## config.mk

```make
export PLATFORM = sky130hd
export DESIGN_NAME = avalon_master_arbiter
export DESIGN_NICKNAME = d
export VERILOG_FILES = /design/src/rtl/avalon_master_arbiter.sv
export SDC_FILE = /design/constraint.sdc
export NUM_CORES = 1
export LEC_CHECK = 0
export ABC_AREA = 0
export CORE_AREA = 2 2 153 155
export DETAILED_ROUTE_END_ITERATION = 16
export DIE_AREA = 0 0 155 157
export GPL_TIMING_DRIVEN = 1
export RECOVER_POWER = 25
export SLEW_MARGIN = 20
export SYNTH_ARGS = -nofsm -noshare
export SYNTH_HDL_FRONTEND = slang
export SYNTH_SLANG_ARGS = --single-unit
```

## constraint.sdc

```tcl
create_clock -name clock -period 4.5 [get_ports clock]
set_clock_uncertainty 0.1 [all_clocks]
set_input_delay 0.9 -clock clock [delete_from_list [all_inputs] [get_ports clock]]
set_output_delay 0.9 -clock clock [all_outputs]
set_load 0.01 [all_outputs]
```

## src/rtl/avalon_master_arbiter.sv

```systemverilog
// avalon_master_arbiter: shares one Avalon-MM master port among three requesters
// (r0 vertex fetch, r1 depth fetch, r2 z-test write-back). One transfer per grant,
// round-robin by default. Reads are tracked in an in-order ID FIFO so each
// readdatavalid is steered back to the requester that issued it.
// Optional build macro ARB_FIXED_PRIORITY_EN: fixed priority r2 > r1 > r0.
module avalon_master_arbiter #(
  parameter int ADDR_W      = 26,
  parameter int DATA_W      = 32,
  parameter int MAX_PENDING = 8
) (
  input  logic              clock,
  input  logic              reset,

  input  logic [ADDR_W-1:0] r0_address,
  input  logic              r0_read,
  input  logic              r0_write,
  input  logic [3:0]        r0_byteenable,
  input  logic [DATA_W-1:0] r0_writedata,
  output logic [DATA_W-1:0] r0_readdata,
  output logic              r0_readdatavalid,
  output logic              r0_waitrequest,

  input  logic [ADDR_W-1:0] r1_address,
  input  logic              r1_read,
  input  logic              r1_write,
  input  logic [3:0]        r1_byteenable,
  input  logic [DATA_W-1:0] r1_writedata,
  output logic [DATA_W-1:0] r1_readdata,
  output logic              r1_readdatavalid,
  output logic              r1_waitrequest,

  input  logic [ADDR_W-1:0] r2_address,
  input  logic              r2_read,
  input  logic              r2_write,
  input  logic [3:0]        r2_byteenable,
  input  logic [DATA_W-1:0] r2_writedata,
  output logic [DATA_W-1:0] r2_readdata,
  output logic              r2_readdatavalid,
  output logic              r2_waitrequest,

  output logic [ADDR_W-1:0] m_address,
  output logic              m_read,
  output logic              m_write,
  output logic [3:0]        m_byteenable,
  output logic [DATA_W-1:0] m_writedata,
  input  logic [DATA_W-1:0] m_readdata,
  input  logic              m_readdatavalid,
  input  logic              m_waitrequest,

  output logic              resp_error
);

  localparam int PTR_W = $clog2(MAX_PENDING);
  localparam int CNT_W = PTR_W + 1;

  typedef enum logic {IDLE, GRANT} state_t;

  state_t            state;
  state_t            state_nxt;

  // Requester inputs gathered into indexable form
  logic [ADDR_W-1:0] req_address   [3];
  logic [3:0]        req_byteenable[3];
  logic [DATA_W-1:0] req_writedata [3];
  logic [2:0]        req_read;
  logic [2:0]        req_write;

  // Arbitration
  logic [2:0]        eligible;
  logic [1:0]        pick;
  logic              pick_valid;
  logic [1:0]        grant;
  logic [1:0]        last_grant;
  logic              grant_rd;
  logic              sel_read;
  logic              sel_write;
  logic [2:0]        wait_v;
`ifndef ARB_FIXED_PRIORITY_EN
  logic [1:0]        cand;
`endif

  // ID FIFO
  logic [1:0]        id_mem [MAX_PENDING];
  logic [PTR_W-1:0]  wr_ptr;
  logic [PTR_W-1:0]  rd_ptr;
  logic [CNT_W-1:0]  count;
  logic              fifo_full;
  logic              fifo_empty;
  logic              push;
  logic              pop;
  logic [1:0]        head;

  assign req_address[0]    = r0_address;
  assign req_address[1]    = r1_address;
  assign req_address[2]    = r2_address;
  assign req_byteenable[0] = r0_byteenable;
  assign req_byteenable[1] = r1_byteenable;
  assign req_byteenable[2] = r2_byteenable;
  assign req_writedata[0]  = r0_writedata;
  assign req_writedata[1]  = r1_writedata;
  assign req_writedata[2]  = r2_writedata;
  assign req_read          = {r2_read, r1_read, r0_read};
  assign req_write         = {r2_write, r1_write, r0_write};

  // A read is only eligible when the ID FIFO has room (registered count).
  assign eligible = (req_read & {3{~fifo_full}}) | req_write;

  function automatic logic [1:0] next_id(input logic [1:0] id);
    return (id == 2'd2) ? 2'd0 : id + 2'd1;
  endfunction

  // Choose the next requester to grant from the current eligibility
  always_comb begin
    pick       = last_grant;
    pick_valid = 1'b0;
`ifdef ARB_FIXED_PRIORITY_EN
    for (int unsigned i = 0; i < 3; i++) begin
      if (eligible[i]) begin
        pick       = 2'(i);
        pick_valid = 1'b1;
      end
    end
`else
    cand = next_id(last_grant);
    for (int unsigned i = 0; i < 3; i++) begin
      if (!pick_valid && eligible[cand]) begin
        pick       = cand;
        pick_valid = 1'b1;
      end
      cand = next_id(cand);
    end
`endif
  end

  // The transfer type is fixed at grant time (read wins over a simultaneous
  // write); a read that was blocked by a full FIFO never reaches the bus, so
  // the command cannot flip mid-stall when the FIFO drains.
  assign sel_read  = (state == GRANT) && req_read[grant]  && grant_rd;
  assign sel_write = (state == GRANT) && req_write[grant] && !grant_rd;

  // State register with grant bookkeeping
  always_ff @(posedge clock) begin
    if (reset) begin
      state      <= IDLE;
      grant      <= '0;
      last_grant <= 2'd2;
      grant_rd   <= 1'b0;
    end else begin
      state <= state_nxt;
      if (state == IDLE && pick_valid) begin
        grant      <= pick;
        last_grant <= pick;
        grant_rd   <= req_read[pick] && !fifo_full;
      end
    end
  end

  // Next-state: grant on any eligible request, release on completion or drop
  always_comb begin
    state_nxt = state;
    case (state)
      IDLE:    if (pick_valid) state_nxt = GRANT;
      GRANT:   if (!(sel_read || sel_write) || !m_waitrequest) state_nxt = IDLE;
      default: state_nxt = IDLE;
    endcase
  end

  // Outputs: mux the granted requester onto the master port
  always_comb begin
    m_address    = '0;
    m_byteenable = '0;
    m_writedata  = '0;
    m_read       = sel_read;
    m_write      = sel_write;
    wait_v       = '1;
    if (state == GRANT) begin
      m_address     = req_address[grant];
      m_byteenable  = req_byteenable[grant];
      m_writedata   = req_writedata[grant];
      wait_v[grant] = m_waitrequest;
    end
  end

  assign r0_waitrequest = wait_v[0];
  assign r1_waitrequest = wait_v[1];
  assign r2_waitrequest = wait_v[2];

  assign fifo_full  = (count == CNT_W'(MAX_PENDING));
  assign fifo_empty = (count == '0);
  assign push       = sel_read && !m_waitrequest;
  assign pop        = m_readdatavalid && !fifo_empty;
  assign head       = id_mem[rd_ptr];

  // ID FIFO pointers, occupancy and sticky orphan-response flag
  always_ff @(posedge clock) begin
    if (reset) begin
      wr_ptr     <= '0;
      rd_ptr     <= '0;
      count      <= '0;
      resp_error <= 1'b0;
    end else begin
      if (push) wr_ptr <= wr_ptr + PTR_W'(1);
      if (pop)  rd_ptr <= rd_ptr + PTR_W'(1);
      case ({push, pop})
        2'b10:   count <= count + CNT_W'(1);
        2'b01:   count <= count - CNT_W'(1);
        default: count <= count;
      endcase
      if (m_readdatavalid && fifo_empty) resp_error <= 1'b1;
    end
  end

  // ID FIFO storage: record which requester issued each accepted read
  always_ff @(posedge clock) begin
    if (push) id_mem[wr_ptr] <= grant;
  end

  assign r0_readdata      = m_readdata;
  assign r1_readdata      = m_readdata;
  assign r2_readdata      = m_readdata;
  assign r0_readdatavalid = pop && (head == 2'd0);
  assign r1_readdatavalid = pop && (head == 2'd1);
  assign r2_readdatavalid = pop && (head == 2'd2);

endmodule

```

==> results of run 1 <==
stage by stage:
stage	power, mW	hold slack [ns]
finish	1.28	0.366
global route	1.35	0.381
CTS	1.29	0.372
detailed placement	0.970	0.357
global placement	0.971	0.348
floorplan	0.703	0.362
sequential cells by signal (all words and copies together), names as in the netlist, named ones only:
register    count
count           4
grant           2
grant_rd        1
id_mem         16
last_grant      1
rd_ptr          3
resp_error      1
state           1
wr_ptr          3
how the worst min path moves through the flow:
stage                                  startpoint                       to  slack [ns]  cells after the start
final                     resp_error$_SDFFE_PP0P_  resp_error$_SDFFE_PP0P_        0.37                      2
after global routing      resp_error$_SDFFE_PP0P_  resp_error$_SDFFE_PP0P_        0.38                      2
after CTS                 resp_error$_SDFFE_PP0P_  resp_error$_SDFFE_PP0P_        0.37                      2
after detailed placement  resp_error$_SDFFE_PP0P_  resp_error$_SDFFE_PP0P_        0.36                      2
after global placement    resp_error$_SDFFE_PP0P_  resp_error$_SDFFE_PP0P_        0.35                      2
after floorplan            wr_ptr[0]$_SDFFE_PP0P_   wr_ptr[0]$_SDFFE_PP0P_        0.36                      2
cells in the final DEF (no fill, tap or decap), types with 4 or more instances in the layout:
| cell | instances |
|---|---|
| nor3_1 | 6 |
| nand3_1 | 4 |
| buf_4 | 5 |
| nand2b_1 | 5 |
| clkbuf_16 | 5 |
| o21ai_0 | 66 |
| mux2i_1 | 69 |
| nand2_1 | 71 |
| clkdlybuf4s50_1 | 265 |
| xor2_1 | 5 |
| dfxtp_1 | 17 |
| edfxtp_1 | 16 |
| ha_1 | 5 |
| and2_1 | 63 |
| mux4_2 | 4 |
| a21oi_1 | 9 |
| nor2_1 | 27 |
worst max-delay path: stages:
cell and delay, ns:
clkdlybuf4s50_1 0.54, mux2i_1 0.09, nor2_1 0.12, a21oi_1 0.05, nor3b_1 0.35, clkdlybuf4s50_1 0.61
report_power, final:
| group | leakage [nW] | total [mW] | internal, mW | switching, mW |
|---|---|---|---|---|
| sequential | 0.303 | 0.380 | 0.343 | 0.0375 |
| combinational | 1.83 | 0.579 | 0.356 | 0.223 |
| clock | 0.0659 | 0.321 | 0.201 | 0.120 |
| total | 2.20 | 1.28 | 0.899 | 0.381 |
routing by layer:
metal	track usage, %	vias to the layer above	wire (microns)
li1	-	1997	-
met1	17.1	1755	7570
met4	1.81	2	189
met5	0	-	9
met3	4.21	15	1240
met2	23.5	188	8670
layout make-up:
type,count,share of cell area (%)
Clock buffer,6,1.99
Clock inverter,2,0.116
Timing Repair Buffer,272,42.1
Tap cell,285,5.51
Multi-Input combinational cell,367,36.9
Sequential cell,35,13.4
cells by family after synthesis:
logic type / count (synthesis) / synth area share, %
AOI/OAI and AO/OA: 86 / 11.7
xor gates and xnor gates: 7 / 1.49
adders and majority gates: 5 / 1.52
buffers and inverters: 130 / 21.1
DFF: 35 / 21.0
muxes: 75 / 19.6
and+or+nand+nor: 194 / 23.7
==> metrics.md, run 1 <==
| Metric | Value |
|---|---|
| Status | finished clean |
| DR iter-0 viols | 128 |
| Layout Utilization | 28.7% |
| Post-Syn Nets | about 770 |
| Worst-skew pair later-pin latency | approximately 0.27 ns |
| Largest net degree at the start of global routing | between 50 and 60 |
| Vias | 3,957 |
| Placeable Area | approximately 0.023 sq mm |
| Critical R2R Launch | grant[1]$_SDFFE_PP0P_ |
| Crit Reg-Reg Endpoint | count[2]$_SDFFE_PP0P_ |
| Setup_tns | 0 ns |
| Post-route cell area | 0.00647 sq mm |
| Die Width | ~160 microns |
| Layout area overhead | 57.5% |
| Syn avg cell area | roughly 7.7 sq um |
| Diodes inserted | 0 |
| H-tree levels | 2 |
| Global Route Usage Sum | 13.6% |
| Global-route wire length before repair | 25.3 mm |
| Clk pin slew, worst setup/hold paths | 0.05 ns |
| Seq/Total Area, Yosys | 21.0% |
| R2R cell count | 12 |
| Worst Path Arrival | 2.66 ns |
| Predominant post-synthesis flop cell | dfxtp_1 |
| Wire per inst | ~18 microns |
| Site row count | 55 |
| TritonCTS Buffers | 5 |
| Period utilisation layout | just over 80% |
| Final Max Slew Viols | 0 |
| Initial antenna violation count | 1 |
| Initial Util | 18.2% |
| Leading post-synthesis cells by instance count | 96 x buf_4, 71 x nand2_1, 69 x mux2i_1, 66 x o21ai_0, 63 x and2_1 |
| Synth area leaders | buf_4 18%, mux2i_1 17%, edfxtp_1 12% |
| CTS Buffer Depth | 2 |
| CTS resizes | 0 |
| Share of cells above drive strength 1 | 3.81% |
| CTS Sinks | 35 |
| Critical Path Sink | m_write |
| Reg2reg setup slack | 1.19 ns |
| Max-cap violations | 0 |
| Synth Warn # | 0 |
| Filler cells | 2,413 |
| First-pass DRT Iterations | 4 |
| ANT nets after route | 0 |
| Layout Cells excl Fill | 967 |
| Cells after Synth | 532 |
| Worst-Margin Slew | approximately 0.9 ns |
| Drt drc | 0 |
| WL final | ~18 mm |
| HP Class | reg -> reg |
| Seq cells post-synth | 35 |
| Yosys top cell area share | around 18% |
| Post-Syn Area | roughly 0.0041 sq mm |
| Die area | 0.0243 sq mm |
| Seq. cell area | a little under 900 sq um |
| Relative slew slack | 41.3% |
| Max Clk Rate | between 200 and 300 MHz |
| Total leakage power | 2.20 nW |
| Final WS setup | 0.842 ns |
| Placed cell areas | 0.00633 sq mm |
| Final worst path period need | 3.66 ns |
| PD cells | about 200 mW/mm^2 |
| Final Setup Violations | 0 |
| Post-Place Worst Slack | 0.849 ns |
| Worst setup SP type | input pin |
| Multi-input gate area | 0.00239 sq mm |
| GRT Residual Overflow | 0 |
| RSZ-0062 raised after global routing | false |
| CP max FO | 4 |
| Async S/R FF share, synth | 0% |
| Clock Tree Root | clkbuf_16 |
| RD Place Congestion | 0.762 |
| Vias per Instance | 4.09 |
| # Post-CTS Setup Buffers | 0 |
| Hold-fix buffers, CTS | 0 |
| Hold Vio Cnt, Final | 0 |
| Hpwl dp | 13.9 mm |
| Dominant cell type by area after synthesis | buf_4 |
| Die Y | between 150 and 200 microns |
| Crit path from | r2_write |
| Setup CP Type | in -> out |
| Most numerous cell in the Yosys netlist | buf_4 |
| EDFF count, synth | 16 |
| Nets | 914 |
| Placed instance count | around 960 |
| Critical Path End Type | output port |
| CTS tree | yes |
| Required @ worst endpoint | 3.50 ns |
| Cell variety after synth | 41 |
| Max VDD drop | 130 uV |
| Vias in the first global route | 3,932 |
| Num ports | 395 |
| Buffers on Ports | 266 |
(Power assumes the default switching activity.)
==> inputs of run 2 (changes only) <==
--- a/config.mk
+++ b/config.mk
@@ -6,9 +6,9 @@
 export NUM_CORES = 1
 export LEC_CHECK = 0
 export ABC_AREA = 0
-export CORE_AREA = 2 2 153 155
+export CORE_AREA = 2 2 154 156
 export DETAILED_ROUTE_END_ITERATION = 16
-export DIE_AREA = 0 0 155 157
+export DIE_AREA = 0 0 156 158
 export GPL_TIMING_DRIVEN = 1
 export RECOVER_POWER = 25
 export SLEW_MARGIN = 20
==> constraint.sdc (replaced) <==
create_clock -name clock -period 3.7 [get_ports clock]
set_clock_uncertainty 0.1 [all_clocks]
set_input_delay 0.74 -clock clock [delete_from_list [all_inputs] [get_ports clock]]
set_output_delay 0.74 -clock clock [all_outputs]
set_load 0.01 [all_outputs]
==> run 2 against run 1 <==
  * Cell area up 1.6%
  * Cell count rose by 0.83%
  * Highest routed layer is now met4
  * Flip-flop and latch count stayed put
==> metrics.md, run 2 (synthesis results as in run 1) <==
| Metric | Value |
|---|---|
| Status | finished clean |
| Crit-path cells | clkdlybuf4s50_1 > mux2i_1 > nor2_1 > a21oi_1 > nor3b_1 > clkdlybuf4s50_1 |
| Met2 Use GR | 22.1% |
| CTS resizes | 0 |
| Layout area overhead | 60.1% |
| Placeable Area | 0.0231 sq mm |
| Met1 usage | 15.9% |
| Global Route Usage Sum | 12.6% |
| Biggest regs | id_mem x16, count x4 |
| Hold-fix buffers, CTS | 0 |
| First-pass DRT Iterations | 4 |
| Site row count | between 50 and 60 |
| Max reg flops | 16 |
| Crit-path max cell delay | 0.61 ns |
| Filler cells | 2,493 |
| M3 GR Usage | about 3.1% |
| Worst-Margin Slew | 0.648 ns |
| Worst path most repeated cell | clkdlybuf4s50_1 |
| Seq. cell area | 866 sq um |
| R2R cell count | 11 |
| Largest Register | id_mem |
| HP Class | reg -> reg |
| Die area | roughly 0.025 sq mm |
| Worst Path Arrival | 2.57 ns |
| Vias | 4,012 |
| Crit path from | r0_write |
| Share of cells above drive strength 1 | 4.53% |
| Initial antenna violation count | 1 |
| Reg2reg setup slack | 0.84 ns |
| ANT nets after route | 0 |
| Critical R2R Launch | grant[1]$_SDFFE_PP0P_ |
| DR iter-0 viols | 242 |
| Worst path top cell family by delay | buffers and inverters |
| WL final | 16.7 mm |
| Drt drc | 0 |
| Critical Path End Type | output port |
| TritonCTS Buffers | 5 |
| Clock Tree Root | clkbuf_16 |
| Most common cell after layout, fill and taps aside | clkdlybuf4s50_1 |
| Post-route cell area | 0.00657 sq mm |
| H-tree levels | 2 |
| Buf/Inv on CP | 2 |
| RD Place Congestion | about 0.75 |
| Num ports | 395 |
| CTS tree | yes |
| Placed cell areas | 0.00640 sq mm |
| Buffers on Ports | 266 |
| Crit Reg-Reg Endpoint | count[2]$_SDFFE_PP0P_ |
| Required @ worst endpoint | 2.86 ns |
| Clk pin slew, worst setup/hold paths | approximately 0.06 ns |
| Worst-skew pair later-pin latency | 0.28 ns |
| RSZ-0062 raised after global routing | false |
| PD cells | 253 mW/mm^2 |
| Relative slew slack | 56.7% |
| Die Width | 156 microns |
| Final Max Slew Viols | 0 |
| Max VDD drop | 162 uV |
| CP max FO | 5 |
| Die Y | roughly 160 microns |
| Worst setup SP type | input pin |
| Total leakage power | 2.24 nW |
| Max-cap violations | 0 |
| Setup CP Type | in -> out |
| Critical path depth | 6 |
| Vias in the first global route | 3,830 |
| Hpwl dp | ~13 mm |
| Critical-path top delay cell | clkdlybuf4s50_1 |
| Vias per Instance | 4.11 |
| CTS Sinks | 35 |
| GRT Residual Overflow | 0 |
| Largest net degree at the start of global routing | 80 |
| Setup_tns | 0 ns |
| Multi-input gate area | 0.00239 sq mm |
| Busiest layer in global routing | met2 |
| CTS Buffer Depth | 2 |
| Wire per inst | 17.1 microns |
| Tot Pwr | 1.66 mW |
| # Post-CTS Setup Buffers | 0 |
| Initial Util | between 10% and 20% |
| Period utilisation layout | ~90% |
| Most frequent cells in the layout | 266 x clkdlybuf4s50_1, 71 x nand2_1, 69 x mux2i_1 |
| Global-route wire length before repair | ~24 mm |
| Nets | 916 |
| Critical Path Sink | m_write |
| Hold Vio Cnt, Final | 0 |
| Max Clk Rate | between 200 and 300 MHz |
| Final worst path period need | approximately 3.4 ns |
| Final Setup Violations | 0 |
run 2: cell count changes in the layout (fill, tap and decap cells not counted), sizes merged:
cell and delta:
buf +2, bufinv +1, clkbuf -1, clkdlybuf4s50 +1, diode +1, dlygate4sd3 -1
run 2: tightest hold or removal path, cell delays in order (launching register included):
cell	delay (ns)
dfxtp_1	0.33
a21oi_1	0.04
nor2_1	0.07
run 2: stage by stage:
| stage | std cells | hold slack [ns] | utilization, % | setup slack (ns) |
|---|---|---|---|---|
| 2_1_floorplan | 532 | 0.362 | - | 0.989 |
| 3_3_place_gp | 966 | 0.350 | 27.8 | 0.233 |
| 3_5_place_dp | 966 | 0.361 | 27.8 | 0.233 |
| 4_1_cts | 974 | 0.375 | 28.5 | 0.338 |
| 5_1_grt | 975 | 0.422 | 28.5 | 0.171 |
| 6_report | 975 | 0.371 | 28.5 | 0.293 |
run 2: worst min path at each step:
stage	from	to	slack [ns]	depth (start not counted)
after floorplan	wr_ptr[0]$_SDFFE_PP0P_	wr_ptr[0]$_SDFFE_PP0P_	0.36	2
after global placement	resp_error$_SDFFE_PP0P_	resp_error$_SDFFE_PP0P_	0.35	2
after detailed placement	resp_error$_SDFFE_PP0P_	resp_error$_SDFFE_PP0P_	0.36	2
after CTS	resp_error$_SDFFE_PP0P_	resp_error$_SDFFE_PP0P_	0.38	2
after global routing	resp_error$_SDFFE_PP0P_	resp_error$_SDFFE_PP0P_	0.42	2
final	resp_error$_SDFFE_PP0P_	resp_error$_SDFFE_PP0P_	0.37	2
run 2: power by group:
group          total, mW  switching [mW]  internal [mW]
Sequential         0.440          0.0238          0.416
Combinational      0.740           0.295          0.445
Clock              0.480           0.163          0.317
run 2: per-layer routing:
metal	vias to the layer above	wire length [microns]	part of all wire (%)
li1	2006	-	-
met1	1785	6830	41
met2	209	8570	51
met3	12	1120	6.7
met4	0	140	0.84
met5	-	0	0
run 2: cell type report:
class	instances	area share, %
well taps	290	5.52
diodes	1	0.0381
clock buffers	5	1.90
flip-flops and latches	35	13.2
multi-input cells	367	36.3
repair buffers	274	42.4
clock inverters	3	0.666
